**src/rtl/sw_debounce_pkg.sv**
```systemverilog
// Shared constants and state encoding for the switch debouncer.
package sw_debounce_pkg;
  localparam int DEFAULT_DEBOUNCE_CYCLES = 1_000_000;
  localparam int SIM_DEBOUNCE_CYCLES     = 4;
  localparam int N_CHANNELS              = 8;

  typedef enum logic {
    ST_STABLE  = 1'b0,
    ST_PENDING = 1'b1
  } db_state_e;
endpackage

```
**src/rtl/debounce_ch.sv**
```systemverilog
// One debounce channel: 2-flop synchronizer, stability counter and edge pulses.
module debounce_ch
  import sw_debounce_pkg::*;
#(
  parameter int DEBOUNCE_CYCLES = DEFAULT_DEBOUNCE_CYCLES
) (
  input  logic clk,
  input  logic rst,
  input  logic raw,
  output logic db,
  output logic rise,
  output logic fall
);
  localparam int              CNT_W   = $clog2(DEBOUNCE_CYCLES);
  localparam logic [CNT_W-1:0] CNT_MAX = CNT_W'(DEBOUNCE_CYCLES - 1);

  logic             sync1, sync2;
  logic [CNT_W-1:0] cnt, cnt_n;
  db_state_e        st, st_n;
  logic             db_n, rise_n, fall_n;

  always_ff @(posedge clk or posedge rst) begin
    if (rst) begin
      sync1 <= 1'b0;
      sync2 <= 1'b0;
      st    <= ST_STABLE;
      cnt   <= '0;
      db    <= 1'b0;
      rise  <= 1'b0;
      fall  <= 1'b0;
    end else begin
      sync1 <= raw;
      sync2 <= sync1;
      st    <= st_n;
      cnt   <= cnt_n;
      db    <= db_n;
      rise  <= rise_n;
      fall  <= fall_n;
    end
  end

  // In STABLE cnt is always 0, and DEBOUNCE_CYCLES >= 2, so the first
  // mismatch can never complete the count on its own.
  always_comb begin
    st_n   = ST_STABLE;
    cnt_n  = '0;
    db_n   = db;
    rise_n = 1'b0;
    fall_n = 1'b0;
    unique case (st)
      ST_STABLE: begin
        if (sync2 != db) begin
          st_n  = ST_PENDING;
          cnt_n = CNT_W'(1);
        end
      end
      ST_PENDING: begin
        if (sync2 != db) begin
          if (cnt == CNT_MAX) begin
            db_n   = sync2;
            rise_n = sync2;
            fall_n = ~sync2;
          end else begin
            st_n  = ST_PENDING;
            cnt_n = cnt + 1'b1;
          end
        end
      end
      default: ;
    endcase
  end
endmodule

```
**src/rtl/sw_debounce8.sv**
```systemverilog
// N-channel switch debouncer. Downstream quad XOR wiring: sw_db[2k] = a(k+1),
// sw_db[2k+1] = b(k+1) for k = 0..3.
module sw_debounce8
  import sw_debounce_pkg::*;
#(
  parameter int DEBOUNCE_CYCLES = DEFAULT_DEBOUNCE_CYCLES,
  parameter int N               = N_CHANNELS
) (
  input  logic         clk,
  input  logic         rst,
  input  logic [N-1:0] sw_in,
  output logic [N-1:0] sw_db,
  output logic [N-1:0] rise,
  output logic [N-1:0] fall
);
  for (genvar i = 0; i < N; i++) begin : g_ch
    debounce_ch #(.DEBOUNCE_CYCLES(DEBOUNCE_CYCLES)) u_ch (
      .clk  (clk),
      .rst  (rst),
      .raw  (sw_in[i]),
      .db   (sw_db[i]),
      .rise (rise[i]),
      .fall (fall[i])
    );
  end
endmodule

```
**config.mk**
```make
export PLATFORM = sky130hd
export DESIGN_NAME = sw_debounce8
export DESIGN_NICKNAME = d
export VERILOG_FILES = /design/src/rtl/sw_debounce_pkg.sv /design/src/rtl/debounce_ch.sv /design/src/rtl/sw_debounce8.sv
export SDC_FILE = /design/constraint.sdc
export NUM_CORES = 1
export LEC_CHECK = 0
export CORE_UTILIZATION = 60
export DETAILED_ROUTE_END_ITERATION = 10
export PLACE_DENSITY = 0.78
export SLEW_MARGIN = 5
export SYNTH_ARGS = -nofsm -noshare
export SYNTH_HDL_FRONTEND = slang
export SYNTH_SLANG_ARGS = --single-unit
```
**constraint.sdc**
```tcl
create_clock -name clk -period 13 [get_ports clk]
set_input_delay 3.25 -clock clk [delete_from_list [all_inputs] [get_ports clk]]
set_output_delay 3.25 -clock clk [all_outputs]
set_load 0.01 [all_outputs]
```
==> impl_metrics.yaml <==
yosys:
  synthTopCellsByArea: "dfrtp_1 (53%), xnor2_1 (4.7%), xor2_1 (4.6%), nor2_1 (4.4%), or4_1 (2.8%)"
  seq_area_frac_synth_pct: 53.14
  synth_enable_flop_cells: 0
  yosys.cell_count.top_type: "dfrtp_1"
  postSynthRegisterBits: 208
  syn-instance-count: 963
  syn_area_per_cell_sq_um: 10.17
  async_reset_ff_share_pct: 100.0
  yosysTopAreaCell: "dfrtp_1"
  yosys.cell_types.count: 49
  syn_area_sq_um: 9796
  ys.warnings.count: 0
  predominant_post_synthesis_flop_cell: "dfrtp_1"
  yosysTopAreaCellShare_pct: 53.14
  mappedNetlistNets: 981
  synth_common_cells: "dfrtp_1 (208), nor2_1 (116), nand2_1 (55)"
clocking:
  cts_repair_resize_count: 0
  tritoncts: "done"
  number_of_buffers_on_the_longest_clock_path: 3
  clk_pin_slew_ns: 0.06
  clk_root_buffer_cell: "clkbuf_16"
  worstSkewPairLatency_ns: 0.50
  cts_max_level: 1
  post_cts_buffers: 0
  number_of_buffers_inserted_during_clock_tree_synthesis: 22
  cts.hold.buffers_added: 0
  tritoncts_num_sinks: 208
die:
  ios: 34
  die_w_microns: 129.8
  floorplan.initialDensity_pct: 61.67
  dieHeight_microns: 129.8
  rows: 46
  fp.coreArea_sq_um: 15890
  floorplan.die_area_sq_um: 16840
layout:
  layout.cell_area.non_filler_sq_um: 10930
  num-nets-final: 991
  areaGrowthSynthToFinish_pct: 11.60
  antenna_cells_inserted: 0
  final-seq-area_sq_um: 5205
  post_route_cells_drive_above_1_share_pct: 7.381
  multi_input_area_sq_um: 4169
  filler_cell_count: 1216
grt:
  antenna_violations_before_repair: 0
  overflow: 0
  first_pass_grt_wire_length_microns: 30220
  first_global_vias: 6633
  grt_use_total_pct: 21.89
  largest_net_degree_at_the_start_of_global_routing: 130
power:
  combPwrFrac_pct: 3.8
  p_int_mw: 1.083
  p_per_area_nw_per_um2: 126.1
  irDropWorstVdd_v: 0.0001237
  power.sequential.fraction_pct: 48.7
  power_leakage_nw: 4.246
  netSwitchingFraction_pct: 21.41
  share_clk_of_total_power_pct: 47.5
  switching_power_mw: 0.2951
flow_run:
  cap_viol_max_count: 0
place:
  placement.io_buffers: 33
  gp_congestion: 0.7785
  placement.cell_area_sq_um: 10150
  dpl.hpwl_microns: 11210
route:
  drt_iter0_drc: 495
  route.detailed.vias_per_inst: 5.815
  drc_errors: 0
  totalWireLength_microns: 17690
  firstDrtPassIters: 5
  wl_per_cell_microns: 14.68
  final_antenna_net_count: 0
  detailroute.via_count: 7007
timing:
  fin_skew_ns: 0.008434
  final-setup-viol-count: 0
  fin_crit_ns: 4.770
  hold_viol_final: 0
  relative_max_transition_margin_pct: 34.42
  maxSlewViolCount: 0
  fin_setup_tns_ns: 0
  rsz0062_at_grt: "false"
  clock.fmax_mhz: 209.6
  layout_worst_path_cycle_share_pct: 36.69
  tightestPinTransition_ns: 0.9837
worst_setup_path:
  cp-start-kind: "input port"
  crit_path_max_incr_delay_ns: 0.88
  end_kind: "asynchronous set/reset pin"
  arrival_ns: 5.24
  criticalPathCategory: "in2async"
  critPathRequiredTime_ns: 13.47
  critical_path.cell_chain: "clkdlybuf4s50_1 > inv_8 > buf_4"
  cp_max_fo: 129
  slowest_stage: "buf_4"
min_path:
  min-delay-path-class: "reg2reg"
run_status:
  status: "finished clean"
==> path summary, 6_finish.rpt <==
kind,startpoint,end,slack [ns],cells past startpoint
setup / recovery,rst,g_ch[1].u_ch.sync2,8.23,3
hold / removal,g_ch[3].u_ch.sync1,g_ch[3].u_ch.sync2,0.35,0
setup reg to reg,g_ch[7].u_ch.cnt[7],g_ch[7].u_ch.cnt[0],10.41,4
hold reg to reg,g_ch[3].u_ch.sync1,g_ch[3].u_ch.sync2,0.35,0
max in group clk,g_ch[5].u_ch.db,sw_db[5],8.28,1
min in group asynchronous,rst,g_ch[4].u_ch.cnt[17],3.28,2
==> metal layers <==
layer | vias to the layer above | GRT usage (%) | wire (microns)
li1 | 3418 | - | -
met1 | 3480 | 31.87 | 8639
met2 | 92 | 34.76 | 8293
met3 | 17 | 3.116 | 540
met4 | 0 | 5.746 | 212
met5 | - | 0 | 0
==> power groups by stage <==
stage,Sequential (mW),Combinational [mW],Clock [mW]
after CTS,0.671,0.0546,0.671
after detailed placement,0.682,0.0541,0
after floorplan,0.679,0.0396,0
after global routing,0.672,0.0610,0.694
final,0.671,0.0531,0.655
after global placement,0.682,0.0531,0
==> worst max-delay path, delay by kind of cell <==
| kind | cells | cell delay, ns |
|---|---|---|
| buffers and inverters | 3 | 1.93 |
==> cell families after synthesis <==
logic type	Yosys count	synth area share [%]
adders and majority gates	8	1.022
buffers and inverters	85	4.356
DFF	208	53.14
muxes	9	1.022
and+or+nand+nor	430	23.99
AOI/OAI and AO/OA	119	7.178
xor gates and xnor gates	104	9.299
==> placed cells by master (no fill, tap or decap), types with 29 or more instances in the layout <==
| cell type | synthesis | routed |
|---|---|---|
| o31ai_1 | 31 | 30 |
| xor2_1 | 51 | 51 |
| clkdlybuf4s50_1 | 0 | 33 |
| a21oi_1 | 48 | 48 |
| or4_1 | 37 | 37 |
| inv_1 | 30 | 29 |
| nand2_1 | 55 | 55 |
| nand3_1 | 51 | 51 |
| dfrtp_1 | 208 | 208 |
| xnor2_1 | 53 | 53 |
| nor2_1 | 116 | 116 |
| nand4_1 | 34 | 34 |
==> flip-flops by register name, summed over array words and instances, names as in the netlist <==
| register | cells |
|---|---|
| g_ch.u_ch.db | 8 |
| g_ch.u_ch.sync1 | 8 |
| g_ch.u_ch.st | 8 |
| g_ch.u_ch.fall | 8 |
| g_ch.u_ch.rise | 8 |
| g_ch.u_ch.sync2 | 8 |
| g_ch.u_ch.cnt | 160 |
==> stage by stage <==
step | hold slack (ns) | total power [mW] | instances | util (%) | setup WS (ns)
3_5_place_dp | 0.3347 | 0.7364 | 1165 | 63.93 | 7.501
5_1_grt | 0.3619 | 1.427 | 1205 | 68.82 | 7.818
3_3_place_gp | 0.3325 | 0.7348 | 1165 | 63.93 | 7.523
6_report | 0.3473 | 1.378 | 1205 | 68.82 | 8.230
2_1_floorplan | 0.3312 | 0.7190 | 963 | - | 4.069
4_1_cts | 0.3485 | 1.396 | 1205 | 68.82 | 8.023
==> layout make-up <==
type                       count  area share [%]
inverter                      30           1.099
multi-input combinational    670           38.14
clock buffer                  34           6.375
sequential                   208           47.61
timing repair buffer          41           3.571
clock inverter                 6          0.7325
tap                          216           2.472
(Power assumes the default switching activity.)
